## src/rtl/fb_write_unit_if.sv

```systemverilog
// Shared pixel types and the fragment-stream / framebuffer-port bundle for fb_write_unit.
package fb_types_pkg;
  typedef struct packed {
    logic [15:0] x;
    logic [15:0] y;
    logic        valid;
  } fragment_t;

  typedef struct packed {
    logic [4:0] r;
    logic [5:0] g;
    logic [4:0] b;
  } rgb565_t;

  typedef logic [7:0] alpha_t;

  typedef enum logic [1:0] {
    ST_IDLE  = 2'd0,
    ST_DRAIN = 2'd1,
    ST_CLEAR = 2'd2
  } clear_state_e;
endpackage

// Handshake: a fragment transfers on a rising clk edge where frag_in_valid and
// frag_in_ready are both high; frag_in_ready never depends on frag_in_valid.
interface fb_write_unit_if #(
  parameter int ADDR_BITS = 19
);
  import fb_types_pkg::*;

  logic                 frag_in_valid;
  logic                 frag_in_ready;
  fragment_t            frag_in;
  rgb565_t              color_in;
  alpha_t               tex_alpha_in;
  logic [ADDR_BITS-1:0] fb_rd_addr;
  logic [15:0]          fb_rd_data;
  logic                 fb_wr_en;
  logic [ADDR_BITS-1:0] fb_wr_addr;
  logic [15:0]          fb_wr_data;

  modport master (
    output frag_in_valid, frag_in, color_in, tex_alpha_in, fb_rd_data,
    input  frag_in_ready, fb_rd_addr, fb_wr_en, fb_wr_addr, fb_wr_data
  );

  modport slave (
    input  frag_in_valid, frag_in, color_in, tex_alpha_in, fb_rd_data,
    output frag_in_ready, fb_rd_addr, fb_wr_en, fb_wr_addr, fb_wr_data
  );
endinterface

```

## src/rtl/fb_write_unit.sv

```systemverilog
// Framebuffer write stage: optional source-alpha blend via read-modify-write on a
// read-first BRAM, same-address hazard stalls, and a full-screen colour clear.
module fb_write_unit
  import fb_types_pkg::*;
#(
  parameter int FB_WIDTH  = 640,
  parameter int FB_HEIGHT = 480
) (
  input  logic          clk,
  input  logic          rst_n,
  input  logic          blend_enable,
  input  logic          color_clear,
  input  logic [15:0]   clear_color,
  output logic          color_clearing,
  output logic [31:0]   pixels_written,
  output clear_state_e  dbg_state_o,
  fb_write_unit_if.slave fb
);
  localparam int NPIX      = FB_WIDTH * FB_HEIGHT;
  localparam int ADDR_BITS = $clog2(NPIX);
  localparam logic [ADDR_BITS-1:0] LAST_ADDR = ADDR_BITS'(NPIX - 1);

  clear_state_e         state_q, state_d;
  logic [ADDR_BITS-1:0] clear_addr_q, clear_addr_d;

  logic                 p1_live_q;
  logic [ADDR_BITS-1:0] p1_addr_q;
  rgb565_t              p1_color_q;
  alpha_t               p1_alpha_q;
  logic                 p1_blend_q;

  logic                 wr_en_q, wr_en_d;
  logic                 wr_live_q, wr_live_d;
  logic [ADDR_BITS-1:0] wr_addr_q, wr_addr_d;
  logic [15:0]          wr_data_q, wr_data_d;
  logic [31:0]          count_q;

  logic [31:0]          x_w, y_w, lin_addr_w;
  logic [ADDR_BITS-1:0] in_addr_w;
  logic                 in_bounds_w, hazard_w, ready_w, accept_w;

  assign x_w         = 32'(fb.frag_in.x);
  assign y_w         = 32'(fb.frag_in.y);
  assign lin_addr_w  = y_w * 32'(FB_WIDTH) + x_w;
  assign in_addr_w   = lin_addr_w[ADDR_BITS-1:0];
  assign in_bounds_w = (x_w < 32'(FB_WIDTH)) && (y_w < 32'(FB_HEIGHT));

  // A blended read must not be issued until any in-flight write to the same pixel
  // has committed, otherwise the read-first BRAM hands back stale data.
  assign hazard_w = blend_enable &&
                    ((p1_live_q && (p1_addr_q == in_addr_w)) ||
                     (wr_live_q && (wr_addr_q == in_addr_w)));
  assign ready_w  = rst_n && (state_q == ST_IDLE) && !color_clear && !hazard_w;
  assign accept_w = fb.frag_in_valid && ready_w;

  assign fb.frag_in_ready = ready_w;
  assign fb.fb_rd_addr    = in_addr_w;

  // P1: fragment waiting for its destination pixel to come back from the BRAM.
  always_ff @(posedge clk or negedge rst_n) begin
    if (!rst_n) begin
      p1_live_q  <= 1'b0;
      p1_addr_q  <= '0;
      p1_color_q <= '0;
      p1_alpha_q <= '0;
      p1_blend_q <= 1'b0;
    end else begin
      p1_live_q <= accept_w && fb.frag_in.valid && in_bounds_w;
      if (accept_w) begin
        p1_addr_q  <= in_addr_w;
        p1_color_q <= fb.color_in;
        p1_alpha_q <= fb.tex_alpha_in;
        p1_blend_q <= blend_enable;
      end
    end
  end

  function automatic logic [5:0] mix_ch(input logic [5:0] s, input logic [5:0] d,
                                        input logic [8:0] a);
    logic [15:0] acc;
    acc = 16'(s) * 16'(a) + 16'(d) * (16'd256 - 16'(a));
    return acc[13:8];
  endfunction

  logic [8:0] a_w;
  rgb565_t    dst_w, mix_w, px_w;

  // Folding the top alpha bit in maps 0..255 onto 0..256 so 255 is exactly opaque.
  assign a_w     = {1'b0, p1_alpha_q} + {8'd0, p1_alpha_q[7]};
  assign dst_w   = fb.fb_rd_data;
  assign mix_w.r = 5'(mix_ch({1'b0, p1_color_q.r}, {1'b0, dst_w.r}, a_w));
  assign mix_w.g = mix_ch(p1_color_q.g, dst_w.g, a_w);
  assign mix_w.b = 5'(mix_ch({1'b0, p1_color_q.b}, {1'b0, dst_w.b}, a_w));
  assign px_w    = p1_blend_q ? mix_w : p1_color_q;

  // Write register: clear writes take the port in CLEAR, where P1 is always empty.
  always_comb begin
    wr_en_d   = 1'b0;
    wr_live_d = 1'b0;
    wr_addr_d = wr_addr_q;
    wr_data_d = wr_data_q;
    if (state_q == ST_CLEAR) begin
      wr_en_d   = 1'b1;
      wr_addr_d = clear_addr_q;
      wr_data_d = clear_color;
    end else if (p1_live_q) begin
      wr_en_d   = 1'b1;
      wr_live_d = 1'b1;
      wr_addr_d = p1_addr_q;
      wr_data_d = px_w;
    end
  end

  always_ff @(posedge clk or negedge rst_n) begin
    if (!rst_n) begin
      wr_en_q   <= 1'b0;
      wr_live_q <= 1'b0;
      wr_addr_q <= '0;
      wr_data_q <= '0;
      count_q   <= '0;
    end else begin
      wr_en_q   <= wr_en_d;
      wr_live_q <= wr_live_d;
      wr_addr_q <= wr_addr_d;
      wr_data_q <= wr_data_d;
      count_q   <= count_q + 32'(wr_live_d);
    end
  end

  always_comb begin
    state_d      = state_q;
    clear_addr_d = clear_addr_q;
    case (state_q)
      ST_IDLE: begin
        if (color_clear) state_d = ST_DRAIN;
      end
      ST_DRAIN: begin
        if (!p1_live_q && !wr_live_q) begin
          state_d      = ST_CLEAR;
          clear_addr_d = '0;
        end
      end
      ST_CLEAR: begin
        clear_addr_d = clear_addr_q + ADDR_BITS'(1);
        if (clear_addr_q == LAST_ADDR) state_d = ST_IDLE;
      end
      default: state_d = ST_IDLE;
    endcase
  end

  always_ff @(posedge clk or negedge rst_n) begin
    if (!rst_n) begin
      state_q      <= ST_IDLE;
      clear_addr_q <= '0;
    end else begin
      state_q      <= state_d;
      clear_addr_q <= clear_addr_d;
    end
  end

  assign color_clearing = (state_q != ST_IDLE);
  assign pixels_written = count_q;
  assign dbg_state_o    = state_q;
  assign fb.fb_wr_en    = wr_en_q;
  assign fb.fb_wr_addr  = wr_addr_q;
  assign fb.fb_wr_data  = wr_data_q;
endmodule

```

## src/flat_wrapper.sv

```systemverilog
// flat-port wrapper written by rule: the top's interface ports become plain ports
module fb_write_unit_flat import fb_types_pkg::*;
#(
  parameter int FB_WIDTH  = 640,
  parameter int FB_HEIGHT = 480
)
  (clk, rst_n, blend_enable, color_clear, clear_color, color_clearing, pixels_written, dbg_state_o, fb_frag_in_valid, fb_frag_in, fb_color_in, fb_tex_alpha_in, fb_fb_rd_data, fb_frag_in_ready, fb_fb_rd_addr, fb_fb_wr_en, fb_fb_wr_addr, fb_fb_wr_data);
  fb_write_unit_if #(.ADDR_BITS((19))) fb_i ();
  input  logic clk;
  input  logic rst_n;
  input  logic blend_enable;
  input  logic color_clear;
  input  logic [15:0] clear_color;
  output logic color_clearing;
  output logic [31:0] pixels_written;
  output clear_state_e dbg_state_o;
  input wire logic [$bits(fb_i.frag_in_valid)-1:0] fb_frag_in_valid;
  input wire logic [$bits(fb_i.frag_in)-1:0] fb_frag_in;
  input wire logic [$bits(fb_i.color_in)-1:0] fb_color_in;
  input wire logic [$bits(fb_i.tex_alpha_in)-1:0] fb_tex_alpha_in;
  input wire logic [$bits(fb_i.fb_rd_data)-1:0] fb_fb_rd_data;
  output wire logic [$bits(fb_i.frag_in_ready)-1:0] fb_frag_in_ready;
  output wire logic [$bits(fb_i.fb_rd_addr)-1:0] fb_fb_rd_addr;
  output wire logic [$bits(fb_i.fb_wr_en)-1:0] fb_fb_wr_en;
  output wire logic [$bits(fb_i.fb_wr_addr)-1:0] fb_fb_wr_addr;
  output wire logic [$bits(fb_i.fb_wr_data)-1:0] fb_fb_wr_data;
  assign fb_i.frag_in_valid = fb_frag_in_valid;
  assign fb_i.frag_in = fb_frag_in;
  assign fb_i.color_in = fb_color_in;
  assign fb_i.tex_alpha_in = fb_tex_alpha_in;
  assign fb_i.fb_rd_data = fb_fb_rd_data;
  assign fb_frag_in_ready = fb_i.frag_in_ready;
  assign fb_fb_rd_addr = fb_i.fb_rd_addr;
  assign fb_fb_wr_en = fb_i.fb_wr_en;
  assign fb_fb_wr_addr = fb_i.fb_wr_addr;
  assign fb_fb_wr_data = fb_i.fb_wr_data;
  fb_write_unit #(.FB_WIDTH(FB_WIDTH), .FB_HEIGHT(FB_HEIGHT)) u_core (.clk(clk), .rst_n(rst_n), .blend_enable(blend_enable), .color_clear(color_clear), .clear_color(clear_color), .color_clearing(color_clearing), .pixels_written(pixels_written), .dbg_state_o(dbg_state_o), .fb(fb_i));
endmodule
```

## config.mk

```make
export PLATFORM = sky130hd
export DESIGN_NAME = fb_write_unit_flat
export DESIGN_NICKNAME = d
export VERILOG_FILES = /design/src/rtl/fb_write_unit_if.sv /design/src/rtl/fb_write_unit.sv /design/src/flat_wrapper.sv
export SDC_FILE = /design/constraint.sdc
export NUM_CORES = 1
export LEC_CHECK = 0
export ABC_CLOCK_PERIOD_IN_PS = 20000
export CAP_MARGIN = 20
export CORE_UTILIZATION = 55
export CTS_CLUSTER_DIAMETER = 150
export DETAILED_ROUTE_END_ITERATION = 16
export GPL_ROUTABILITY_DRIVEN = 1
export PLACE_DENSITY = 0.78
export SETUP_SLACK_MARGIN = 0.15
export SYNTH_ARGS = -nofsm -noshare
export SYNTH_HDL_FRONTEND = slang
export SYNTH_SLANG_ARGS = --single-unit
```

## constraint.sdc

```tcl
create_clock -name clk -period 20 [get_ports clk]
set_input_delay 4 -clock clk [delete_from_list [all_inputs] [get_ports clk]]
set_output_delay 4 -clock clk [all_outputs]
set_load 0.1 [all_outputs]
```

-- Yosys cells after proc, flatten, opt, wreduce, memory -nomap -nowiden
Index checks and enable logic that the tools add are counted.
- muxes and demuxes: 14
- add/subtract/negate cells: 8
- multiply operators: 7
- order comparisons: 2
- equality and inequality tests: 8
- reductions and logical operators: 22
- operators with widths (operator ; count):
    2-to-1 mux 19 bit ; 3
    2-to-1 mux 16 bit ; 3
    equality test 19 bit ; 2
    case mux 19 bit (2 select lines) ; 1
    adder 32 x 1 -> 32 bit ; 1
    multiplier 5 x 16 -> 13 bit ; 2
    adder 13 bit ; 2
    multiplier 5 x 9 -> 13 bit ; 2
    adder 19 x 1 -> 19 bit (second input constant) ; 1
    adder 19 x 16 -> 19 bit ; 1
    equality test 19 bit (second input constant) ; 1
    < comparator 16 x 10 -> 1 bit (second input constant) ; 1
    < comparator 16 x 9 -> 1 bit (second input constant) ; 1
    multiplier 16 x 3 -> 12 bit (second input constant) ; 1
    multiplier 6 x 16 -> 14 bit ; 1
    adder 14 bit ; 1
    multiplier 6 x 9 -> 14 bit ; 1
    logical AND 1 bit ; 11
    subtractor 9 x 9 -> 10 bit (first input constant) ; 1
    adder 8 x 1 -> 9 bit ; 1
    2-to-1 mux 2 bit ; 3
    case mux 2 bit (3 select lines) ; 1
    nonzero test 2 bit ; 3
    logical NOT 1 bit ; 4
    9 further kinds ; 12
- output and inout port bits: 91
- input bits: 94
- logic and storage cells: 75
- register bits after elaboration: 135

-- Logic depth before layout (Yosys ltp)
Gate-level depths: netlist of run 1.
- depth in word-level cells: 11
- gate-level depth with buffers: 29

-- Least setup slack after synthesis of run 1
OpenSTA, ideal clock, no wires.
- kind: in2out
- start: input port fb_frag_in[2]
- end: output port fb_frag_in_ready
- setup slack: 5.742 ns
- stages on the path: 16
- buffers on the path: 1
- arrival: 10.258 ns
- cell sequence: ha_1 > ha_1 > inv_1 > fa_1 > nor2b_2 > o31a_1 > a21oi_1 > ha_1 > clkbuf_1 > a31oi_1 > xnor2_1 > xor2_1 > a2111oi_2 > nand2_1 > a2111oi_4 > nor3_1
- cells in the longest elaborated chain, start to end: 8
- elaborated cells between the ends (all ways): 10
- RTL lines (element ; line ; source):
    start, declared ; flat_wrapper.sv:18 ; input wire logic [$bits(fb_i.frag_in)-1:0] fb_frag_in;
    multiplier 16 x 3 -> 12 bit (*) ; fb_write_unit.sv:44 ; assign lin_addr_w = y_w * 32'(FB_WIDTH) + x_w;
    adder 19 x 16 -> 19 bit (*) ; fb_write_unit.sv:44 ;
    named net fb_fb_rd_addr[15] ; flat_wrapper.sv:23 ; output wire logic [$bits(fb_i.fb_rd_addr)-1:0] fb_fb_rd_addr;
    equality test 19 bit, on equally long branches ; fb_write_unit.sv:51, fb_write_unit.sv:52 ;
    logical AND 1 bit, on equally long branches ; fb_write_unit.sv:51, fb_write_unit.sv:52 ;
    logical OR 1 bit (*) ; fb_write_unit.sv:51 ; ((p1_live_q && (p1_addr_q == in_addr_w)) ||
    logical AND 1 bit (*) ; fb_write_unit.sv:50 ; assign hazard_w = blend_enable &&
    logical NOT 1 bit (*) ; fb_write_unit.sv:53 ; assign ready_w = rst_n && (state_q == ST_IDLE) && !color_clear && !hazard_w;
    logical AND 1 bit (*) ; fb_write_unit.sv:53 ;
    end, declared ; flat_wrapper.sv:22 ; output wire logic [$bits(fb_i.frag_in_ready)-1:0] fb_frag_in_ready;
The timed path passes the listed nets; every way through them passes the cells marked *.

-- Final worst setup path of run 1
- start: input port fb_frag_in[2]
- end: output port fb_frag_in_ready
- cells in the longest elaborated chain, start to end: 8
- elaborated cells between the ends (all ways): 10
- RTL lines (element ; line):
    multiplier 16 x 3 -> 12 bit (*) ; fb_write_unit.sv:44
    adder 19 x 16 -> 19 bit (*) ; fb_write_unit.sv:44
    equality test 19 bit, on equally long branches ; fb_write_unit.sv:51, fb_write_unit.sv:52
    logical AND 1 bit, on equally long branches ; fb_write_unit.sv:51, fb_write_unit.sv:52
    logical OR 1 bit (*) ; fb_write_unit.sv:51
    logical AND 1 bit (*) ; fb_write_unit.sv:50
    logical NOT 1 bit (*) ; fb_write_unit.sv:53
    logical AND 1 bit (*) ; fb_write_unit.sv:53
Every way passes the cells marked *; elsewhere a longest branch is shown, timed or not.

==> metrics.txt, run 1 <==
vias in the first global route=13900; die area=30900 µm²; Worst Clk Skew=roughly 0.0093 ns; Crit. End Element=primary output; PortBufs=roughly 180; outcome=finished clean; GRT overflow=0; Final period util=0.669; Syn. warnings=0; CP max FO=16; Die W=approximately 180 µm; area of the mapped netlist=about 17000 µm²; syn_area_per_cell=roughly 9.4 µm²; Routed Antenna Nets=0; maximum clock rate=0.0748 GHz; drc violations=0; worst path cell trace=clkdlybuf4s50_1, ha_1, ha_1, inv_1, fa_1, xnor2_1, ha_1, o21ai_1, nand2_1, nand4_1, a211oi_2, xor2_1, xnor2_2, xor2_1, a2111oi_4, nor3_1, clkdlybuf4s50_1; Top FF cell, synth=dfrtp_1; FF-to-FF Start=u_core.p1_alpha_q[7]; Starting Density=0.560; most common cell after layout, fill and taps aside=inv_1; asr flop ratio synth=1.00; Rel. slew slack=0.268; P&R area growth vs syn=16.3%; CTS Buf Count=17; Ports=185; core box area=a little under 30000 µm²; crit-path max cell delay=1.22 ns; drt total wl=about 42000 µm; DRT iter0 DRCs=a little under 900; Critical Path Start Type=input port; Antenna diodes=0; vias per inst=5.60; post-CTS setup buffer count=0; CP Class=input port to primary output; vias post-DR=12900; DR pass1 iterations=5; Fin. Hold Viols=0; most frequent cells in the layout=inv_1 (244), fa_1 (213), nand2_1 (210); largest net degree at the start of global routing=73; Max-Cap Viols=0; Synth Net Count=2183; CTS Buffer Depth=2; register bit total from synthesis=about 140; max-slew violation count=0; endpoints failing setup=0; htree depth=4; row count=63; DP HPWL=31700 µm; clock latency on the worst-skew pair=roughly 0.43 ns; HP Class=register to register; hold-fix buffers at CTS=0; HP Start=u_core.pixels_written[10]; Post-CTS Resized=0; final net count=2322; share of cells above drive strength 1=0.0581; CP Launch Point=fb_frag_in[2]; # fillers=approximately 2400; All-Layer GR Usage=0.289; count of cell types in the netlist=70; Post-synth EDFFs=0; Fin Setup TNS=0 ns; Routability Congestion=just over 0.9; worst path arrival time=9.37 ns; chip height=~180 µm; CP max-delay cell=clkdlybuf4s50_1; measured slew at the worst slew-check pin=1.09 ns; synthesized netlist cell count=roughly 1800; RSZ-0062 raised after global routing=false; fin crit period=around 13 ns; cell mode on critical path=ha_1; sequential fraction of the synthesis area=0.204; Worst-path clk slew=0.06 ns; wire length per cell=roughly 18 µm; CTS tree=done; clk root buf=clkbuf_16; initial antenna violation count=1; WP data required=about 16 ns; first-pass GRT wire length=just over 70000 µm; clk sink count=around 140
area by class of cell:
type                            instances  area [µm²]  share of cell area
Clock buffer                           17         425              0.0220
Tap cell                              390         488              0.0253
Timing Repair Buffer                  205        2000               0.104
Sequential cell                       135        3380               0.175
Clock inverter                         15         160             0.00830
Inverter                              245         920              0.0476
Multi-Input combinational cell       1295       11900               0.618
per-stage QoR:
stage | util | instance area (µm²) | cells | hold slack, ns | setup slack (ns)
finish | 0.651 | 19300 | 2302 | 0.490 | 6.63
global route | 0.651 | 19300 | 2302 | 0.499 | 6.34
CTS | 0.651 | 19300 | 2302 | 0.493 | 6.65
detailed placement | 0.631 | 18700 | 2270 | 0.471 | 6.68
global placement | 0.631 | 18700 | 2270 | 0.468 | 6.75
floorplan | - | 16600 | 1760 | 0.472 | 5.74
layer usage:
metal / GRT usage / up-vias / share of wire
li1: - / 5885 / -
met1: 0.370 / 6486 / 0.42
met2: 0.492 / 438 / 0.49
met3: 0.0526 / 76 / 0.066
met4: 0.0996 / 0 / 0.028
met5: 0 / - / 0
path summary, 6_finish.rpt:
kind / end / slack (ns) / depth (start not counted)
max: fb_frag_in_ready / 6.63 / 17
min: u_core.pixels_written[10] / 0.49 / 1
max reg2reg: u_core.fb.fb_wr_data[13] / 12.36 / 26
min reg2reg: u_core.pixels_written[10] / 0.49 / 1
max in group asynchronous: u_core.p1_live_q / 15.05 / 2
min in group asynchronous: u_core.pixels_written[18] / 3.58 / 1
worst max-delay path, delay by kind of cell:
kind                     cells  cell delay (ns)
AO/OA/AOI/OAI                3             0.51
XOR/XNOR                     4             0.94
adder cells (fa/ha/maj)      4             1.53
buffers and inverters        3             1.78
AND/OR/NAND/NOR              3             0.62
synthesized netlist by cell type (all sizes together) (5+ instances only):
| cell type | number | area share |
|---|---|---|
| inv | 245 | 0.055 |
| fa | 213 | 0.26 |
| nand2 | 210 | 0.048 |
| dfrtp | 135 | 0.20 |
| ha | 116 | 0.087 |
| xnor2 | 99 | 0.053 |
| and2 | 87 | 0.033 |
| o21ai | 66 | 0.020 |
| nor2 | 63 | 0.014 |
| clkbuf | 62 | 0.014 |
| nor2b | 61 | 0.023 |
| a21oi | 52 | 0.016 |
| mux2 | 43 | 0.038 |
| xor2 | 41 | 0.022 |
| nand3 | 40 | 0.012 |
| mux2i | 27 | 0.016 |
| buf | 23 | 0.0089 |
| and3 | 19 | 0.0072 |
| nand2b | 19 | 0.0072 |
| nand4 | 19 | 0.0072 |
| nor3 | 17 | 0.0058 |
| a211oi | 10 | 0.0048 |
| nor4 | 9 | 0.0034 |
| o21bai | 9 | 0.0041 |
| a22o | 8 | 0.0042 |
| nand3b | 6 | 0.0027 |
| o211ai | 5 | 0.0023 |
state kept, by name, summed over array words and instances (netlist names), 2 cells and up:
| register | cells |
|---|---|
| u_core.clear_addr_q | 19 |
| u_core.dbg_state_o | 2 |
| u_core.fb.fb_wr_addr | 19 |
| u_core.fb.fb_wr_data | 16 |
| u_core.p1_addr_q | 19 |
| u_core.p1_alpha_q | 8 |
| u_core.p1_color_q | 16 |
| u_core.pixels_written | 32 |
cell families (layout without fill, tap and decap cells):
logic type | count (synthesis) | count (layout) | synth area share
buffers and inverters | 330 | 482 | 0.0783
adder cells (fa/ha/maj) | 329 | 329 | 0.344
AO/OA/AOI/OAI | 183 | 183 | 0.0702
multiplexers | 70 | 70 | 0.0541
AND/OR/NAND/NOR | 572 | 572 | 0.174
flip-flops | 135 | 135 | 0.204
XOR/XNOR | 141 | 141 | 0.0757
Power of run 1 is left out: the tool's default activity adds up to more than one toggle a clock period on the data nets, which glitch-free logic cannot reach.
==> inputs of run 2 (changes only) <==
--- a/config.mk
+++ b/config.mk
@@ -5,13 +5,13 @@
 export SDC_FILE = /design/constraint.sdc
 export NUM_CORES = 1
 export LEC_CHECK = 0
-export ABC_CLOCK_PERIOD_IN_PS = 20000
+export ABC_CLOCK_PERIOD_IN_PS = 11700
 export CAP_MARGIN = 20
-export CORE_UTILIZATION = 55
+export CORE_UTILIZATION = 53
 export CTS_CLUSTER_DIAMETER = 150
 export DETAILED_ROUTE_END_ITERATION = 16
 export GPL_ROUTABILITY_DRIVEN = 1
-export PLACE_DENSITY = 0.78
+export PLACE_DENSITY = 0.79
 export SETUP_SLACK_MARGIN = 0.15
 export SYNTH_ARGS = -nofsm -noshare
 export SYNTH_HDL_FRONTEND = slang
==> constraint.sdc (replaced) <==
create_clock -name clk -period 11.7 [get_ports clk]
set_input_delay 2.34 -clock clk [delete_from_list [all_inputs] [get_ports clk]]
set_output_delay 2.34 -clock clk [all_outputs]
set_load 0.1 [all_outputs]
==> metrics.txt, run 2 (synthesis results as in run 1) <==
Crit. End Element=primary output; row count=64; GRT overflow=0; Ports=185; Reg2Reg Setup Slack=between 3 and 4 ns; CP Launch Point=fb_frag_in[2]; die area=around 32000 µm²; measured slew at the worst slew-check pin=1.13 ns; first-pass GRT wire length=70700 µm; CTS tree=done; clk root buf=clkbuf_16; HP Class=register to register; share of cells above drive strength 1=0.0570; Starting Density=0.541; RSZ-0062 raised after global routing=false; DR pass1 iterations=7; dpl cells=~2300; initial antenna violation count=1; Post-CTS Resized=0; Max-Cap Viols=0; fin crit period=approximately 10 ns; outcome=finished clean; Fin Setup TNS=0 ns; CTS Buf Count=17; Routability Congestion=between 0.9 and 1; worst path arrival time=about 7.8 ns; htree depth=4; CP max FO=16; clk sink count=135; final std cells w/o fill=between 2000 and 2500; DP HPWL=between 30000 and 40000 µm; clock latency on the worst-skew pair=approximately 0.43 ns; vias per inst=5.63; max FFs per register=32; Rel. slew slack=0.247; utilization after layout=0.631; wire length per cell=between 15 and 20 µm; CP Class=input port to primary output; FF-to-FF Start=u_core.p1_alpha_q[7]; drt total wl=about 42000 µm; post-CTS setup buffer count=0; HP Start=u_core.pixels_written[31]; All-Layer GR Usage=0.284; DRT iter0 DRCs=818; Critical Path Start Type=input port; drc violations=0; vias in the first global route=between 10000 and 15000; most frequent cells in the layout=inv_1 (244), fa_1 (213), nand2_1 (210); P&R area growth vs syn=16.6%; Worst Clk Skew=0.0124 ns; max-slew violation count=0; Die W=179 µm; endpoints failing setup=0; vias post-DR=13000; Worst-path clk slew=~0.060 ns; chip height=approximately 180 µm; Fin. Hold Viols=0; Final period util=0.867; hold-fix buffers at CTS=0; PortBufs=184; maximum clock rate=about 0.099 GHz; CTS Buffer Depth=2; final net count=2323; Routed Antenna Nets=0; core box area=between 30000 and 40000 µm²; most common cell after layout, fill and taps aside=inv_1; largest net degree at the start of global routing=70; WP data required=between 9 and 10 ns
-- run 2: cell types whose count changed in the layout (fill, tap and decap cells not counted), moves of 3 or more --
cell       delta
inv_6         -4
inv_8         -4
bufinv_16     +3
clkbuf_1      +3
-- run 2: cell type report --
| cell class | instances | area, µm² |
|---|---|---|
| Clock inverter | 11 | 174 |
| Fill cell | 2478 | 11300 |
| Multi-Input combinational cell | 1295 | 11900 |
| Antenna cell | 1 | 2.50 |
| Timing Repair Buffer | 206 | 2010 |
| Inverter | 245 | 920 |
| Clock buffer | 21 | 450 |
| Tap cell | 396 | 495 |
| Sequential cell | 135 | 3380 |
-- run 2: final timing paths --
check / endpoint / depth (start not counted)
max: fb_frag_in_ready / 17
min: u_core.pixels_written[31] / 1
max reg2reg: u_core.fb.fb_wr_data[2] / 26
min reg2reg: u_core.pixels_written[31] / 1
max in group asynchronous: u_core.p1_color_q[6] / 2
min in group asynchronous: u_core.p1_addr_q[0] / 1
-- run 2: per-stage QoR --
step           hold WS [ns]  worst slack [ns]  instance area (µm²)
2_1_floorplan         0.472             0.762                16600
3_3_place_gp          0.466              1.77                18700
3_5_place_dp          0.467              1.69                18700
4_1_cts               0.480              1.65                19400
5_1_grt               0.503              1.25                19400
6_report              0.479              1.56                19400
-- run 2: layer usage --
layer | vias to the layer above | share of wire | GRT usage
li1 | 5876 | - | -
met1 | 6620 | 0.42 | 0.372
met2 | 430 | 0.49 | 0.479
met3 | 75 | 0.066 | 0.0509
met4 | 0 | 0.025 | 0.0837
met5 | - | 0 | 0
-- run 2: critical path, cell delays in order --
cell	delay [ns]
clkdlybuf4s50_1	0.49
ha_1	0.33
ha_1	0.19
inv_1	0.06
fa_1	0.41
xnor2_1	0.15
ha_1	0.61
o21ai_1	0.16
nand2_1	0.11
nand4_1	0.13
a211oi_2	0.24
xor2_1	0.24
xnor2_2	0.19
xor2_1	0.31
a2111oi_4	0.11
nor3_1	0.47
clkdlybuf4s50_1	1.24
Power of run 2 is left out for the same reason.
